`src/rtl/bp_pkg.sv`:
```
// Shared types for the branch predictor: counter encoding, mode selectors
// and the per-entry status record.
package bp_pkg;

    typedef enum logic [1:0] {
        STRONG_NT = 2'b00,
        WEAK_NT   = 2'b01,
        WEAK_T    = 2'b10,
        STRONG_T  = 2'b11
    } ctr_e;

    localparam int MODE_STATIC  = 0;
    localparam int MODE_BIMODAL = 1;

    // Tag and target widths depend on module parameters, so those fields live
    // in parallel arrays next to this record inside the predictor.
    typedef struct packed {
        logic valid;
        ctr_e ctr;
    } bp_entry_t;

endpackage

```
`src/rtl/bp_sat_ctr.sv`:
```
// Next-state logic for a 2-bit saturating taken/not-taken counter.
module bp_sat_ctr
    import bp_pkg::*;
(
    input  ctr_e ctr_cur,
    input  logic taken,
    output ctr_e ctr_nxt
);

    always_comb begin
        ctr_nxt = ctr_cur;
        case (ctr_cur)
            STRONG_NT: ctr_nxt = taken ? WEAK_NT  : STRONG_NT;
            WEAK_NT:   ctr_nxt = taken ? WEAK_T   : STRONG_NT;
            WEAK_T:    ctr_nxt = taken ? STRONG_T : WEAK_NT;
            STRONG_T:  ctr_nxt = taken ? STRONG_T : WEAK_T;
        endcase
    end

endmodule

```
`src/rtl/branch_predictor.sv`:
```
// Direct-mapped branch predictor with optional bimodal counters and a
// saturating mispredict statistic; lookups are purely combinational.
module branch_predictor
    import bp_pkg::*;
#(
    parameter int XLEN    = 32,
    parameter int ENTRIES = 16,
    parameter int MODE    = 1,
    parameter int CNT_W   = 16
) (
    input  logic             clk,
    input  logic             rst_n,
    input  logic             lookup_valid,
    input  logic [XLEN-1:0]  lookup_pc,
    output logic             pred_taken,
    output logic [XLEN-1:0]  pred_target,
    input  logic             update_valid,
    input  logic [XLEN-1:0]  update_pc,
    input  logic             update_taken,
    input  logic [XLEN-1:0]  update_target,
    input  logic             update_mispred,
    input  logic             clear,
    output logic [CNT_W-1:0] mispred_cnt
);

    localparam int IDX_W = $clog2(ENTRIES);
    localparam int TAG_W = XLEN - IDX_W - 2;
    localparam bit BIMODAL = (MODE == MODE_BIMODAL);

    bp_entry_t        entry_q  [ENTRIES];
    bp_entry_t        entry_d  [ENTRIES];
    logic [TAG_W-1:0] tag_q    [ENTRIES];
    logic [TAG_W-1:0] tag_d    [ENTRIES];
    logic [XLEN-1:0]  target_q [ENTRIES];
    logic [XLEN-1:0]  target_d [ENTRIES];
    logic [CNT_W-1:0] mispred_cnt_q, mispred_cnt_d;

    logic [IDX_W-1:0] lk_idx, up_idx;
    logic [TAG_W-1:0] lk_tag, up_tag;
    logic             lk_hit, up_hit;
    ctr_e             up_ctr_nxt;
    logic             unused_pc_low;

    // Byte offset within a word never affects indexing or tagging.
    assign unused_pc_low = ^{lookup_pc[1:0], update_pc[1:0]};

    assign lk_idx = lookup_pc[IDX_W+1:2];
    assign lk_tag = lookup_pc[XLEN-1:IDX_W+2];
    assign up_idx = update_pc[IDX_W+1:2];
    assign up_tag = update_pc[XLEN-1:IDX_W+2];

    assign lk_hit = entry_q[lk_idx].valid && (tag_q[lk_idx] == lk_tag);
    assign up_hit = entry_q[up_idx].valid && (tag_q[up_idx] == up_tag);

    assign pred_taken  = lookup_valid && lk_hit && BIMODAL && entry_q[lk_idx].ctr[1];
    assign pred_target = pred_taken ? target_q[lk_idx] : lookup_pc + XLEN'(4);
    assign mispred_cnt = mispred_cnt_q;

    bp_sat_ctr u_sat_ctr (
        .ctr_cur (entry_q[up_idx].ctr),
        .taken   (update_taken),
        .ctr_nxt (up_ctr_nxt)
    );

    // Clear takes priority over any update arriving in the same cycle.
    always_comb begin
        entry_d  = entry_q;
        tag_d    = tag_q;
        target_d = target_q;
        if (clear) begin
            for (int i = 0; i < ENTRIES; i++) begin
                entry_d[i].valid = 1'b0;
            end
        end else if (update_valid && BIMODAL) begin
            if (up_hit) begin
                entry_d[up_idx].ctr = up_ctr_nxt;
                if (update_taken) begin
                    target_d[up_idx] = update_target;
                end
            end else if (update_taken) begin
                entry_d[up_idx].valid = 1'b1;
                entry_d[up_idx].ctr   = WEAK_T;
                tag_d[up_idx]         = up_tag;
                target_d[up_idx]      = update_target;
            end
        end
    end

    always_comb begin
        mispred_cnt_d = mispred_cnt_q;
        if (update_valid && update_mispred && (mispred_cnt_q != '1)) begin
            mispred_cnt_d = mispred_cnt_q + 1'b1;
        end
    end

    always_ff @(posedge clk or negedge rst_n) begin
        if (!rst_n) begin
            for (int i = 0; i < ENTRIES; i++) begin
                entry_q[i]  <= '{valid: 1'b0, ctr: WEAK_NT};
                tag_q[i]    <= '0;
                target_q[i] <= '0;
            end
            mispred_cnt_q <= '0;
        end else begin
            entry_q       <= entry_d;
            tag_q         <= tag_d;
            target_q      <= target_d;
            mispred_cnt_q <= mispred_cnt_d;
        end
    end

endmodule

```
`config.mk`:
```
export PLATFORM = sky130hd
export DESIGN_NAME = branch_predictor
export DESIGN_NICKNAME = d
export VERILOG_FILES = /design/src/rtl/bp_pkg.sv /design/src/rtl/bp_sat_ctr.sv /design/src/rtl/branch_predictor.sv
export SDC_FILE = /design/constraint.sdc
export NUM_CORES = 2
export LEC_CHECK = 0
export CAP_MARGIN = 20
export CELL_PAD_IN_SITES_DETAIL_PLACEMENT = 0
export CELL_PAD_IN_SITES_GLOBAL_PLACEMENT = 1
export CORE_MARGIN = 1.5
export CORE_UTILIZATION = 57
export CTS_CLUSTER_SIZE = 25
export DETAILED_ROUTE_END_ITERATION = 10
export GPL_TIMING_DRIVEN = 0
export MAX_ROUTING_LAYER = met4
export PLACE_DENSITY_LB_ADDON = 0.1
export SLEW_MARGIN = 20
export SYNTH_ARGS = -nofsm -noshare
export SYNTH_HDL_FRONTEND = slang
export SYNTH_SLANG_ARGS = --single-unit
```
`constraint.sdc`:
```
create_clock -name clk -period 12.3 [get_ports clk]
set_clock_uncertainty 0.1 [all_clocks]
set_input_delay 2.46 -clock clk [delete_from_list [all_inputs] [get_ports clk]]
set_output_delay 2.46 -clock clk [all_outputs]
set_load 0.1 [all_outputs]
```
==> results by group <==
Status
  – Status: finished clean

Finish
  – Share of layout cells above drive strength 1: between 40% and 50%
  – Finished Layout Cells: around 5k
  – Final net count: about 3.8k
  – Final-layout fill cell count: between 6k and 7k
  – P&R area growth vs syn: 12.8%

Clocking
  – CTS clock-pin slew for the worst setup and hold paths: approximately 0.060 ns
  – Number of setup buffers added after CTS: 0
  – # H-tree levels: 3
  – CTS tree: yes
  – Hold buffers post-CTS: 0
  – Clk Latency, worst-skew pair: between 0.7 and 0.8 ns
  – Bufs on Longest Clock Path: 3
  – Root Driver: clkbuf_16
  – Clock sinks: 992
  – CTS Buf Count: approximately 110

Global routing
  – Met1 usage: roughly 50%
  – Vias in the first global route: about 35k
  – M3 GR Usage: under 10%
  – Busiest grt layer: met2
  – First-pass GRT wire length: 253 mm
  – M2 GR Usage: between 50% and 60%
  – Initial antenna violation count: 8
  – Pin count of the biggest net entering global routing: roughly 160
  – Total global-route track usage: approximately two fifths
  – Gr ovfl total: 0

Die
  – I/O pins: about 150
  – Core area: 89,900 µm²
  – Num rows: 110
  – Die W: just over 300 µm
  – Die Ht: 304 µm
  – DIE AREA: just over 90,000 µm²
  – Initial core utilization: between 50 and 60%

Power and ir drop
  – Int Power: 6.39 mW
  – Seq pwr share: between 40% and 50%
  – Tot Pwr: 8.89 mW
  – Clock power frac: approximately 37%
  – Switching Share: between 20 and 30%
  – Switching pwr: about 2.5 mW
  – Leak: roughly 26 nW
  – VDD IR max: 0.139 mV
  – Comb pwr share: 18.3%
  – Pwr dens: 153 nW/µm²

Drt
  – DRC viols: 0
  – Number of DRC markers in iteration 0: around 3.6k
  – Vias/cell: a little under 7
  – Post-route ant nets: 0
  – WL final: 175 mm
  – Routed WL per cell: 35.3 µm
  – Via count: roughly 34k
  – TritonRoute pass-1 iters: 6

STA
  – Final hold violation count: 0
  – Tmin final: around 12 ns
  – Worst Max-Slew Pin Slew: approximately 1.3 ns
  – Final setup viols: 0
  – RSZ-0062 raised after global routing: no
  – Slew HR: 12.1%
  – Slew Viols, Final: 0
  – Setup WS post-layout: 0.0495 ns
  – Max frequency: a little over 0.08 GHz
  – Crit share post-route: between 90 and 100%

Worst setup path
  – R2R setup slack: between 7 and 8 ns
  – Reg-to-reg endpoint: tag_q[318]
  – CP Class: primary input to primary output
  – Worst r2r src: tag_q[40]
  – Setup crit end kind: primary output
  – Req. time, crit path: just under 10 ns
  – Worst Setup Start Kind: primary input
  – Critical Path AT: 9.69 ns
  – Crit path from: lookup_pc[3]
  – Reg2Reg Depth: 10
  – Crit-path max FO: 19

Yosys
  – Seq/Total Area, Yosys: about half
  – Synth Net Count: around 3.5k
  – Avg Synthesized Cell Area: roughly 15 µm²
  – EDFF count, synth: 0
  – Seq cells post-synth: 992
  – Yosys warns: 0
  – Synthesized instance count: around 3.4k
  – Fraction of registers with async set/reset: 100%
  – Synth Flop Type: dfrtp_1
  – Synth Cell Area: about 52,000 µm²
  – Synth unique cells: 83

Placed design
  – Cells after DPL: between 4k and 5k
  – Hpwl dp: about 130 mm
  – Routability cong.: slightly above 1
  – Setup WS pre-CTS: -0.433 ns
  – Port bufs: between 100 and 150

Hold path
  – Hold Path Sink: entry_q[39]
  – HP Class: flop to flop
  – Hold depth: 1
  – HP Start: entry_q[39]

Job
  – # Max-Cap Violations: 0
## state kept, by name, indices dropped and copies added, names as in the netlist
| signal | flops |
|---|---|
| entry_q | 48 |
| tag_q | 416 |
| mispred_cnt | 16 |
| target_q | 512 |
## through the flow
step / utilization (%) / instance area (µm²) / hold WS [ns] / TNS, ns
3_3_place_gp: 60.5 / 54400 / 0.373 / -
5_1_grt: 64.8 / 58200 / 0.395 / 0
6_report: 64.8 / 58200 / 0.384 / 0
3_5_place_dp: 60.8 / 54600 / 0.375 / -2.21
2_1_floorplan: - / 51600 / 0.360 / 0
4_1_cts: 64.8 / 58200 / 0.386 / 0
## cell usage after synthesis, types with 9 or more instances
cell	count	area, µm²
dfrtp_1	976	24400
mux2_2	818	9210
mux4_2	320	7210
mux2_4	180	2700
clkbuf_1	168	631
mux2i_1	106	1060
nand2_1	94	353
buf_2	57	285
xnor2_1	56	490
nor2_1	46	173
nand3_1	45	225
a22oi_1	39	293
buf_6	35	394
inv_1	34	128
xor2_1	27	236
o21ai_0	25	125
a21oi_1	24	120
o22ai_1	21	131
o2bb2ai_1	21	184
and3_1	20	125
buf_4	20	150
a21o_1	19	143
buf_1	19	71.3
nor3_1	19	95.1
mux4_1	18	473
dfstp_2	16	420
nor2b_1	14	87.6
nand4_1	13	81.3
o2111ai_1	12	105
a211o_1	10	87.6
a221oi_1	9	78.8
and2_1	9	56.3
nor4_1	9	56.3
## cells in the final DEF (no fill, tap or decap), types with 14 or more instances in the layout
cell / instances
clkbuf_8: 21
clkinv_2: 20
clkbuf_1: 186
dfstp_2: 16
and3_1: 20
mux4_1: 18
buf_6: 36
dfrtp_1: 976
buf_4: 22
buf_2: 60
mux2_2: 818
clkdlybuf4s50_1: 126
a22oi_1: 39
o21ai_0: 24
xor2_1: 27
nand2_1: 94
mux2_4: 180
buf_1: 16
mux4_2: 320
mux2i_1: 106
clkbuf_16: 107
inv_1: 34
a21oi_1: 24
nor3_1: 19
o2bb2ai_1: 21
a21o_1: 19
nor2_1: 44
xnor2_1: 56
nand3_1: 45
o22ai_1: 21
nor2b_1: 14
## worst max path at each step
stage / to / slack (ns) / cells past startpoint
detailed placement: pred_target[2] / -0.43 / 15
global placement: target_q[121] / -33.04 / 1
CTS: pred_target[13] / 0.17 / 16
floorplan: pred_taken / 1.78 / 13
finish: pred_target[13] / 0.05 / 14
global route: pred_target[13] / 0.13 / 15
## timing repair
item | CTS | global route
endpoints found under the setup margin | 30 | 3
hold endpoints to repair | 0 | 0
gates cloned | 0 | 0
gates resized for setup | 2 | 0
## layout make-up
cell class | instances | area [µm²] | share of cell area, %
flip-flops and latches | 992 | 24800 | 42.7
plain buffers | 303 | 1620 | 2.78
clock buffers | 156 | 3070 | 5.28
well taps | 1176 | 1470 | 2.53
diodes | 11 | 27.5 | 0.0473
clock inverters | 40 | 505 | 0.868
inverters | 38 | 143 | 0.245
multi-input cells | 2093 | 25100 | 43.0
repair buffers | 137 | 1490 | 2.56
## kinds of logic (layout without fill, tap and decap cells)
kind of cell	Yosys count	after routing	synth area share [%]
AOI/OAI and AO/OA	245	245	3.57
xor gates and xnor gates	83	83	1.41
adders and majority gates	4	4	0.0873
buffers and inverters	342	674	3.40
DFF	992	992	48.1
muxes	1442	1442	40.0
other	0	11	0
and+or+nand+nor	319	319	3.37
## power by group through the flow
stage               clock, mW  combinational [mW]  sequential (mW)
floorplan                   0                1.04             3.97
global placement            0                1.55             3.99
detailed placement          0                1.60             4.00
CTS                      3.32                1.61             3.95
global route             3.46                1.70             4.01
finish                   3.30                1.62             3.97
## metal layers
| metal | up-vias | routed length (µm) |
|---|---|---|
| met3 | 520 | 14200 |
| met1 | 17940 | 67700 |
| li1 | 13496 | - |
| met2 | 1614 | 80100 |
| met5 | - | 0 |
| met4 | 0 | 12800 |
## worst max-delay path, cell delays in order
cell and delay (ns):
clkdlybuf4s50_1 0.52, buf_2 0.29, buf_4 0.27, buf_2 0.54
buf_2 0.89, mux4_2 0.46, a221oi_1 0.87, xor2_1 0.39
nand3_1 0.14, or4_4 0.57, nor4_4 0.56, buf_6 0.27
mux2_2 0.26, clkdlybuf4s50_1 1.16
Power figures use the tool's default switching activity.
